$ cat src/rtl/gemm_operand_loader_if.sv
// Serial operand stream between the upstream producer and gemm_operand_loader.
// The master drives words; the slave (loader) returns in_ready.
interface gemm_operand_loader_if #(
  parameter int DATA_WIDTH = 32
);
  logic                  in_valid;
  logic                  in_ready;
  logic [DATA_WIDTH-1:0] in_data;
  logic                  in_last;

  modport master (output in_valid, in_data, in_last, input in_ready);
  modport slave  (input in_valid, in_data, in_last, output in_ready);
endinterface

$ cat src/rtl/gemm_operand_loader.sv
// Packs an 8-word stream into the 2x2 GEMM core's A/B operands, pulses issue,
// and mirrors the core's fixed latency to flag when its result is valid.
module gemm_operand_loader #(
  parameter int DATA_WIDTH   = 32,
  parameter int CORE_LATENCY = 6
) (
  input  logic                    clk,
  input  logic                    rst_n,
  gemm_operand_loader_if.slave    s_if,
  output logic [4*DATA_WIDTH-1:0] A,
  output logic [4*DATA_WIDTH-1:0] B,
  output logic                    issue,
  output logic                    res_valid,
  output logic                    inflight,
  output logic                    err_len
);

  typedef enum logic [0:0] {ST_COLLECT = 1'b0, ST_DRAIN = 1'b1} state_t;

  state_t                  state_r, state_next_s;
  logic [2:0]              idx_r, idx_next_s;
  logic                    ready_r;
  logic                    issue_r, issue_next_s;
  logic                    err_r, err_next_s;
  logic [CORE_LATENCY-1:0] lat_r, lat_next_s;
  logic                    inflight_r, inflight_next_s;
  logic                    hs_s, capture_s, load_s;
  logic [DATA_WIDTH-1:0]   coll_r [0:6];
  logic [4*DATA_WIDTH-1:0] a_r, b_r;

  assign hs_s        = s_if.in_valid & ready_r;
  assign s_if.in_ready = ready_r;
  assign A           = a_r;
  assign B           = b_r;
  assign issue       = issue_r;
  assign res_valid   = lat_r[CORE_LATENCY-1];
  assign inflight    = inflight_r;
  assign err_len     = err_r;

  // Next-state logic: packet framing, error detection and latency tracking
  always_comb begin
    state_next_s    = state_r;
    idx_next_s      = idx_r;
    issue_next_s    = 1'b0;
    err_next_s      = err_r;
    capture_s       = 1'b0;
    load_s          = 1'b0;
    case (state_r)
      ST_COLLECT: begin
        if (hs_s) begin
          if (s_if.in_last) begin
            idx_next_s = 3'd0;
            if (idx_r == 3'd7) begin
              load_s       = 1'b1;
              issue_next_s = 1'b1;
            end else begin
              err_next_s = 1'b1;
            end
          end else if (idx_r == 3'd7) begin
            err_next_s   = 1'b1;
            idx_next_s   = 3'd0;
            state_next_s = ST_DRAIN;
          end else begin
            capture_s  = 1'b1;
            idx_next_s = idx_r + 3'd1;
          end
        end else begin
          idx_next_s = idx_r;
        end
      end
      ST_DRAIN: begin
        if (hs_s && s_if.in_last) begin
          state_next_s = ST_COLLECT;
          idx_next_s   = 3'd0;
        end else begin
          state_next_s = ST_DRAIN;
        end
      end
      default: begin
        state_next_s = ST_COLLECT;
        idx_next_s   = 3'd0;
      end
    endcase
    // Inflight is precomputed so it can be a register like every other output
    lat_next_s      = {lat_r[CORE_LATENCY-2:0], issue_r};
    inflight_next_s = issue_next_s | (|lat_next_s);
  end

  // Control registers
  always_ff @(posedge clk or negedge rst_n) begin
    if (!rst_n) begin
      state_r    <= ST_COLLECT;
      idx_r      <= 3'd0;
      ready_r    <= 1'b0;
      issue_r    <= 1'b0;
      err_r      <= 1'b0;
      lat_r      <= {CORE_LATENCY{1'b0}};
      inflight_r <= 1'b0;
    end else begin
      state_r    <= state_next_s;
      idx_r      <= idx_next_s;
      ready_r    <= 1'b1;
      issue_r    <= issue_next_s;
      err_r      <= err_next_s;
      lat_r      <= lat_next_s;
      inflight_r <= inflight_next_s;
    end
  end

  // Collect buffer and output operands; the 8th word bypasses the buffer
  always_ff @(posedge clk or negedge rst_n) begin
    if (!rst_n) begin
      for (int i = 0; i < 7; i++) begin
        coll_r[i] <= {DATA_WIDTH{1'b0}};
      end
      a_r <= {(4*DATA_WIDTH){1'b0}};
      b_r <= {(4*DATA_WIDTH){1'b0}};
    end else begin
      if (capture_s) begin
        coll_r[idx_r] <= s_if.in_data;
      end
      if (load_s) begin
        a_r <= {coll_r[3], coll_r[2], coll_r[1], coll_r[0]};
        b_r <= {s_if.in_data, coll_r[6], coll_r[5], coll_r[4]};
      end
    end
  end

endmodule

$ cat src/flat_wrapper.sv
// flat-port wrapper written by rule: the top's interface ports become plain ports
module gemm_operand_loader_flat 
#(
  parameter int DATA_WIDTH   = 32,
  parameter int CORE_LATENCY = 6
)
  (clk, rst_n, A, B, issue, res_valid, inflight, err_len, s_if_in_valid, s_if_in_data, s_if_in_last, s_if_in_ready);
  gemm_operand_loader_if #(.DATA_WIDTH(DATA_WIDTH)) s_if_i ();
  input  logic clk;
  input  logic rst_n;
  output logic [4*DATA_WIDTH-1:0] A;
  output logic [4*DATA_WIDTH-1:0] B;
  output logic issue;
  output logic res_valid;
  output logic inflight;
  output logic err_len;
  input wire logic [$bits(s_if_i.in_valid)-1:0] s_if_in_valid;
  input wire logic [$bits(s_if_i.in_data)-1:0] s_if_in_data;
  input wire logic [$bits(s_if_i.in_last)-1:0] s_if_in_last;
  output wire logic [$bits(s_if_i.in_ready)-1:0] s_if_in_ready;
  assign s_if_i.in_valid = s_if_in_valid;
  assign s_if_i.in_data = s_if_in_data;
  assign s_if_i.in_last = s_if_in_last;
  assign s_if_in_ready = s_if_i.in_ready;
  gemm_operand_loader #(.DATA_WIDTH(DATA_WIDTH), .CORE_LATENCY(CORE_LATENCY)) u_core (.clk(clk), .rst_n(rst_n), .s_if(s_if_i), .A(A), .B(B), .issue(issue), .res_valid(res_valid), .inflight(inflight), .err_len(err_len));
endmodule
$ cat config.mk
export PLATFORM = sky130hd
export DESIGN_NAME = gemm_operand_loader_flat
export DESIGN_NICKNAME = d
export VERILOG_FILES = /design/src/rtl/gemm_operand_loader_if.sv /design/src/rtl/gemm_operand_loader.sv /design/src/flat_wrapper.sv
export SDC_FILE = /design/constraint.sdc
export NUM_CORES = 1
export LEC_CHECK = 0
export ABC_CLOCK_PERIOD_IN_PS = 3970
export CAP_MARGIN = 20
export CORE_AREA = 2 2 256 157
export CTS_CLUSTER_DIAMETER = 150
export DETAILED_ROUTE_END_ITERATION = 10
export DIE_AREA = 0 0 258 159
export MAX_ROUTING_LAYER = met4
export PLACE_DENSITY = 0.75
export SLEW_MARGIN = 10
export SYNTH_ARGS = -nofsm -noshare
export SYNTH_HDL_FRONTEND = slang
export SYNTH_SLANG_ARGS = --single-unit
$ cat constraint.sdc
create_clock -name clk -period 3.97 [get_ports clk]
set_input_delay 0.9925 -clock clk [delete_from_list [all_inputs] [get_ports clk]]
set_output_delay 0.9925 -clock clk [all_outputs]
set_load 0.02 [all_outputs]
==> results.cfg, run 1 <==
[routing]
drc = 0
vias_per_cell = 5.23
drt-pass1-iter-count = 4
ant_nets = 0
vias = 10100
drt_wl_total_mm = 42.4
avgRoutedWirePerCell_um = 21.9
first_iter_violations = 436

[critical_path]
cp_data_arrival_time_ns = 3.25
cp_max_fo = 60
critPathTopFamily = buffers and inverters
r2r_cells = 6
critPathBufInv = 2
crit_required_ns = 4.39
startpoint_type = input port
crit_path_end_kind = flip-flop
criticalPathCategory = input port to flip-flop
timing.rr.end = u_core.coll_r[68]$_DFFE_PN0P_
critPathMaxStageDelay_ns = 0.54
worst-path-stages = 5
r2r_slack_ns = 1.24
crit_end = u_core.B[88]$_DFFE_PN0P_
path_cells = clkdlybuf4s50_1 > and3b_1 > and3_4 > buf_12 > mux2_2
rr_startpoint = u_core.idx_r[0]$_DFFE_PN0P_
critPathSlowestCell = clkdlybuf4s50_1
critPathLaunch = s_if_in_valid

[cts]
cts_sinks = 494
clk_root_buffer_cell = clkbuf_16
clock_latency_ns = 0.55
clkSlewWorstSetupHoldPaths_ns = 0.06
cts_resized = 0
htreeDepth = 2
cts_setup_buffers = 0
cts_buffers = 45
hold_buffers = 0
clock_path_buffers = 3
cts_tree = built

[sta]
tightestPinTransition_ns = 0.877
hold_violations = 0
period_share = 0.713
rsz0062_at_grt = no
fin_crit_ns = 2.83
setup_tns_ns = 0
skew_ns = 0.0164
timing.hold.ws_ns = 0.368
setup_viol = 0
slew_headroom = 0.416
max_freq_ghz = 0.354
drv_slew = 0

[placement]
dp.cells = 1858
port_buffers = 296
place_area_mm2 = 0.0228
dp_hpwl_mm = 26.9
globalplace.congestion = 0.765

[run]
drv_cap = 0

[synthesis]
seq_area_frac_synth = 0.644
post_synth_inst_count = 1057
synth.net_count = 1096
avgSynthCellArea_um2 = 18.1
synth.distinct_cells = 24
ys_ff_latch = 494
yosys_warnings = 0
netlist_area_mm2 = 0.0192

[finish]
fin_area_mm2 = 0.0242
layout.cells.non_filler = 1935
final_cell_mix = dfrtp_1, clkdlybuf4s50_1, mux2_2
syn2layout_area_growth_pct = 26.2
nets = 1422
diodes = 0
multiInputGateArea_mm2 = 0.00641
register_area_mm2 = 0.0124
final_common_cell = dfrtp_1
nFillCells = 2790
drive_above_1_share = 0.422

[power]
peakVddDrop_uv = 266
powerDensity_mw_per_mm2 = 461
finalPower_w = 0.0112
leakagePower_nw = 11.5

[die]
die_y_um = 159
start_util = 0.497
io_pins = 297
die_area_mm2 = 0.0410
die_w_um = 258
rows = 56
coreArea_mm2 = 0.0386

[min_path]
holdCritPathClass = flip-flop to flip-flop

[global_routing]
grt-ovfl-total = 0
first_global_vias = 10900
antenna_found_initial = 0
track_usage = 0.215
grt_pass1_wl_mm = 66.8
grt_max_degree = 94

[status]
status = finished clean
cell families (layout without fill, tap and decap cells):
logic type / Yosys count / count (layout) / share of synthesized area
simple gates: 18 / 18 / 0.00665
other cells: 1 / 1 / 0.000196
buf+inv: 53 / 409 / 0.0226
flops: 494 / 494 / 0.644
compound gates: 8 / 8 / 0.00320
mux: 480 / 480 / 0.321
fa+ha+maj: 3 / 3 / 0.00196
power breakdown:
group	internal [W]	switching, W	leakage [nW]	total, W
sequential	0.00563	0.000322	6.72	0.00596
clock	0.00244	0.00182	0.727	0.00427
combinational	0.000559	0.000370	4.10	0.000929
total	0.00864	0.00252	11.5	0.0112
layer usage:
| metal | vias up | part of all wire | global-route usage |
|---|---|---|---|
| li1 | 4422 | - | - |
| met1 | 5458 | 0.47 | 0.309 |
| met2 | 193 | 0.46 | 0.316 |
| met3 | 38 | 0.058 | 0.0559 |
| met4 | 0 | 0.0099 | 0.0342 |
| met5 | - | 0 | - |
per-stage QoR:
step           setup slack (ns)   util
6_report                   1.14  0.627
5_1_grt                    1.07  0.627
4_1_cts                    1.18  0.627
3_5_place_dp              0.595  0.589
3_3_place_gp              0.654  0.589
2_1_floorplan              1.68      -
worst min path at each step:
stage | from | end | slack (ns) | cells past startpoint
2_1_floorplan | u_core.lat_r[2]$_DFF_PN0_ | u_core.lat_r[3]$_DFF_PN0_ | 0.35 | 0
3_3_place_gp | u_core.lat_r[2]$_DFF_PN0_ | u_core.lat_r[3]$_DFF_PN0_ | 0.35 | 0
3_5_place_dp | u_core.lat_r[1]$_DFF_PN0_ | u_core.lat_r[2]$_DFF_PN0_ | 0.36 | 0
4_1_cts | u_core.lat_r[3]$_DFF_PN0_ | u_core.lat_r[4]$_DFF_PN0_ | 0.37 | 0
5_1_grt | u_core.lat_r[0]$_DFF_PN0_ | u_core.lat_r[1]$_DFF_PN0_ | 0.38 | 0
6_report | u_core.lat_r[3]$_DFF_PN0_ | u_core.lat_r[4]$_DFF_PN0_ | 0.37 | 0
sequential cells by signal (all words and copies together) (netlist names):
register	count
u_core.B	128
u_core.A	128
u_core.inflight	1
u_core.coll_r	224
u_core.lat_r	6
u_core.issue	1
u_core.err_len	1
u_core.s_if.in_ready	1
u_core.state_r	1
u_core.idx_r	3
worst reg2reg max path: stages (launching register included):
cell and delay, ns:
dfrtp_1 0.47, ha_1 0.27, ha_1 0.27, nor3_1 0.31, nand3_2 0.52, buf_4 0.46, mux2_2 0.31
cells in the mapped netlist (all sizes together):
library cell | n | share of area
nor4b | 1 | 0.00078
nor3 | 2 | 0.00052
or4 | 2 | 0.00078
a21oi | 1 | 0.00026
a22o | 1 | 0.00046
a32o | 2 | 0.0010
nand4 | 2 | 0.00065
a21o | 2 | 0.00078
and3 | 1 | 0.00059
dfrtp | 494 | 0.64
conb | 1 | 0.00020
nand3 | 3 | 0.00078
a31oi | 2 | 0.00065
inv | 1 | 0.00020
nor2 | 1 | 0.00020
and4bb | 1 | 0.00065
nand2 | 3 | 0.00059
nor4 | 1 | 0.00065
mux2 | 480 | 0.32
ha | 3 | 0.0020
buf | 52 | 0.022
and3b | 1 | 0.00046
cell type report:
class	count	share of cell area
Tap cell	522	0.0270
Multi-Input combinational cell	510	0.265
Clock inverter	12	0.00377
Sequential cell	494	0.511
Inverter	1	0.000155
Timing Repair Buffer	331	0.138
Clock buffer	65	0.0563
(Power assumes the default switching activity.)
==> inputs of run 2 (changes only) <==
ABC_CLOCK_PERIOD_IN_PS = 2790   (was 3970)
clock period = 2.79 ns   (was 3.97 ns; I/O delays follow)
==> run 2 against run 1 <==
Largest power group unchanged. Non-clock buffer count rose by 29. Cell count rose by 1.7%. Combinational power rose by 44%.
==> results.cfg, run 2 (synthesis gave the netlist of run 1 again) <==
[cts]
hold_buffers = 0
cts_resized = 0
clock_path_buffers = 3
clk_root_buffer_cell = clkbuf_16
clkSlewWorstSetupHoldPaths_ns = 0.06
htreeDepth = 2
cts_sinks = 494
clock_latency_ns = 0.54
cts_buffers = 45
cts_setup_buffers = 0
cts_tree = built

[sta]
slew_headroom = 0.639
max_freq_ghz = 0.430
worst_slack_ns = 0.466
setup_tns_ns = 0
hold_violations = 0
drv_slew = 0
fin_crit_ns = 2.32
period_share = 0.833
rsz0062_at_grt = no
skew_ns = 0.0142
setup_viol = 0
tightestPinTransition_ns = 0.540

[critical_path]
criticalPathCategory = flip-flop to primary output
critPathBufInv = 1
crit_required_ns = 2.09
crit_path_end_kind = primary output
path_cells = clkdlybuf4s50_1
rr_startpoint = u_core.idx_r[0]$_DFFE_PN0P_
startpoint_type = flip-flop
critPathSlowestCell = clkdlybuf4s50_1
cp_data_arrival_time_ns = 1.63
critPathMaxStageDelay_ns = 0.64
r2r_cells = 6
critPathTopFamily = buffers and inverters
cp_max_fo = 2
timing.rr.end = u_core.coll_r[126]$_DFFE_PN0P_
r2r_slack_ns = 0.53

[placement]
port_buffers = 296
globalplace.congestion = 0.771
dp_hpwl_mm = 27.8
pre_cts_ws_ns = 0.0980

[global_routing]
grt_pass1_wl_mm = 66.6
track_usage = 0.215
antenna_found_initial = 0
grt-ovfl-total = 0
grt_max_degree = 61
first_global_vias = 10900

[routing]
avgRoutedWirePerCell_um = 21.5
ant_nets = 0
drt-pass1-iter-count = 4
drc = 0
drt_wl_total_mm = 42.3
first_iter_violations = 610
vias_per_cell = 5.13
vias = 10100

[power]
switching_share = 0.222
combPwrFrac = 0.082
powerDensity_mw_per_mm2 = 661
p_sw_w = 0.00361
peakVddDrop_uv = 428
pwr-share-clk = 0.397
p_int_w = 0.0127
seqPwrFrac = 0.521
leakagePower_nw = 11.8

[die]
die_w_um = 258
die_y_um = 159
io_pins = 297
coreArea_mm2 = 0.0386
rows = 56
die_area_mm2 = 0.0410
start_util = 0.497

[finish]
nets = 1451
drive_above_1_share = 0.435
final_cell_mix = dfrtp_1, clkdlybuf4s50_1, mux2_2
multiInputGateArea_mm2 = 0.00641
register_area_mm2 = 0.0124
syn2layout_area_growth_pct = 28.7
largest_reg_flops = 224
nFillCells = 2687
max_flop_register = u_core.coll_r
diodes = 0
final_common_cell = dfrtp_1

[run]
drv_cap = 0

[status]
status = finished clean

[min_path]
holdCritPathClass = input port to async pin
run 2: cell types whose count changed in the layout (fill, tap and decap cells not counted):
cell       change
clkbuf_8       +4
buf_4         +18
bufinv_16      +3
clkinv_2       -3
clkbuf_1       -1
buf_12        +11
run 2: worst max path at each step:
| stage | startpoint | to | slack, ns | depth (start not counted) |
|---|---|---|---|---|
| after detailed placement | s_if_in_valid | u_core.B[87]$_DFFE_PN0P_ | 0.1 | 6 |
| after global placement | s_if_in_valid | u_core.B[118]$_DFFE_PN0P_ | 0.13 | 6 |
| after global routing | u_core.idx_r[0]$_DFFE_PN0P_ | u_core.coll_r[124]$_DFFE_PN0P_ | 0.40 | 6 |
| after CTS | u_core.B[4]$_DFFE_PN0P_ | B[4] | 0.44 | 1 |
| after floorplan | s_if_in_valid | u_core.A[0]$_DFFE_PN0P_ | 0.80 | 7 |
| final | u_core.B[4]$_DFFE_PN0P_ | B[4] | 0.47 | 1 |
run 2: through the flow:
step	power (W)	hold WS, ns	instance area [µm²]	util	instances
2_1_floorplan	0.00932	0.346	19200	-	1057
3_3_place_gp	0.00985	0.354	23100	0.599	1887
3_5_place_dp	0.00997	0.355	23100	0.599	1887
4_1_cts	0.0165	0.0786	24700	0.640	1967
5_1_grt	0.0170	0.0986	24700	0.640	1967
6_report	0.0163	0.0926	24700	0.640	1967
run 2: cell type report:
cell class                      instances  share of cell area
Clock inverter                         12             0.00674
Timing Repair Buffer                  360               0.149
Clock buffer                           68              0.0573
Inverter                                1            0.000152
Multi-Input combinational cell        510               0.259
Sequential cell                       494               0.501
Tap cell                              522              0.0265
run 2: power by group through the flow:
stage / Clock [W] / Sequential [W] / Combinational [W]
after floorplan: 0 / 0.00848 / 0.000848
after global placement: 0 / 0.00855 / 0.00130
after detailed placement: 0 / 0.00862 / 0.00136
after CTS: 0.00663 / 0.00849 / 0.00137
after global routing: 0.00694 / 0.00859 / 0.00147
final: 0.00647 / 0.00850 / 0.00134
run 2: routing by layer:
layer	GRT usage	up-vias	share of wire
met5	-	-	0
met4	0.0370	0	0.011
met3	0.0473	40	0.050
met2	0.325	196	0.46
met1	0.306	5385	0.48
li1	-	4467	-
==> inputs of run 3 (changes only) <==
ABC_CLOCK_PERIOD_IN_PS = 2100   (was 2790)
CORE_AREA = 2 2 259 159   (was 2 2 256 157)
DIE_AREA = 0 0 261 161   (was 0 0 258 159)
PLACE_DENSITY = 0.76   (was 0.75)
clock period = 2.1 ns   (was 2.79 ns; I/O delays follow)
==> run 3 against run 2 <==
Wire length rose by 4.6%. Clock power is 34% higher. Global-route usage rose by 0.40 points. Die area up 2.4%. Core utilization down 1.0 points. Critical endpoint is now u_core.B[120]$_DFFE_PN0P_.
==> results.cfg, run 3 (synthesis gave the netlist of run 1 again) <==
[placement]
dp.cells = 1908
port_buffers = 296
dp_hpwl_mm = 29.5
globalplace.congestion = 0.775
pre_cts_ws_ns = -0.372

[cts]
cts_buffers = 46
clock_latency_ns = 0.56
clkSlewWorstSetupHoldPaths_ns = 0.06
clk_root_buffer_cell = clkbuf_16
clock_path_buffers = 3
cts_sinks = 494
cts_setup_buffers = 0
htreeDepth = 2
cts_tree = built

[finish]
diodes = 0
layout.cells.non_filler = 1993
fin_util = 0.630
final_cell_mix = dfrtp_1, mux2_2, mux2_4
max_flop_register = u_core.coll_r
syn2layout_area_growth_pct = 30.6
largest_reg_flops = 224
final_common_cell = dfrtp_1
nets = 1466
drive_above_1_share = 0.443

[routing]
drt-pass1-iter-count = 4
ant_nets = 0
vias = 10300
drc = 0
avgRoutedWirePerCell_um = 22.2
first_iter_violations = 523
drt_wl_total_mm = 44.3
vias_per_cell = 5.18

[global_routing]
grt_max_degree = 71
grt-ovfl-total = 0
track_usage = 0.219
antenna_found_initial = 0
first_global_vias = 11100
grt_pass1_wl_mm = 68.7

[sta]
worst_slack_ns = 0.0363
max_freq_ghz = 0.485
drv_slew = 0
slew_headroom = 0.655
skew_ns = 0.0132
setup_tns_ns = 0
fin_crit_ns = 2.06
setup_viol = 0
period_share = 0.983
tightestPinTransition_ns = 0.516
hold_violations = 0

[die]
io_pins = 297
rows = 57
coreArea_mm2 = 0.0398
start_util = 0.482
die_area_mm2 = 0.0420
die_y_um = 161
die_w_um = 261

[power]
leakagePower_nw = 14.0
peakVddDrop_uv = 600
powerDensity_mw_per_mm2 = 870

[min_path]
worstHoldStart = u_core.lat_r[0]$_DFF_PN0_
holdCritPathClass = flip-flop to flip-flop

[critical_path]
criticalPathCategory = input port to flip-flop
cp_max_fo = 18
crit_required_ns = 2.54
critPathLaunch = s_if_in_last
crit_path_end_kind = flip-flop
startpoint_type = input port
cp_data_arrival_time_ns = 2.50
rr_startpoint = u_core.idx_r[0]$_DFFE_PN0P_

[run]
drv_cap = 0

[status]
status = finished clean
## run 3: worst paths after layout
path / slack [ns] / end / cells past startpoint
hold / removal: 0.37 / u_core.lat_r[1]$_DFF_PN0_ / 0
setup / recovery: 0.04 / u_core.B[120]$_DFFE_PN0P_ / 4
setup reg to reg: 0.05 / u_core.coll_r[180]$_DFFE_PN0P_ / 6
max in group asynchronous: 0.82 / u_core.coll_r[166]$_DFFE_PN0P_ / 3
min in group asynchronous: 0.46 / u_core.coll_r[114]$_DFFE_PN0P_ / 2
hold reg to reg: 0.37 / u_core.lat_r[1]$_DFF_PN0_ / 0
## run 3: per-layer routing
metal / track usage / vias up / share of wire
li1: - / 4516 / -
met4: 0.0362 / 0 / 0.012
met3: 0.0414 / 50 / 0.046
met1: 0.315 / 5548 / 0.48
met5: - / - / 0
met2: 0.334 / 210 / 0.47
## run 3: power breakdown
| part | switching [W] | leakage, nW | internal (W) |
|---|---|---|---|
| sequential | 0.000606 | 6.72 | 0.0107 |
| clock | 0.00359 | 0.795 | 0.00511 |
| combinational | 0.000740 | 6.50 | 0.00110 |
## run 3: cell type report
| type | instances | area, µm² |
|---|---|---|
| Timing Repair Buffer | 374 | 3970 |
| Sequential cell | 494 | 12400 |
| Fill cell | 2852 | 14700 |
| Multi-Input combinational cell | 510 | 6440 |
| Tap cell | 531 | 664 |
| Inverter | 1 | 3.75 |
| Clock buffer | 71 | 1450 |
| Clock inverter | 12 | 160 |
## run 3: through the flow
step                hold slack [ns]  cell area, µm²  total power (W)
global route                  0.380           25100           0.0227
global placement              0.354           23400           0.0131
floorplan                     0.229           19200           0.0124
finish                        0.369           25100           0.0218
detailed placement            0.357           23400           0.0133
CTS                           0.373           24800           0.0220
## run 3: critical path, stage by stage
cell and delay (ns):
clkdlybuf4s50_1 0.79, and3_4 0.43, buf_4 0.36, mux2_2 0.38
## run 3: timing repair
item,CTS,global route
pin swaps,0,2
hold buffers,1,0
cloned,0,1
endpoints found under the setup margin,190,133
endpoints found under the hold margin,24,0
gates resized for setup,161,76
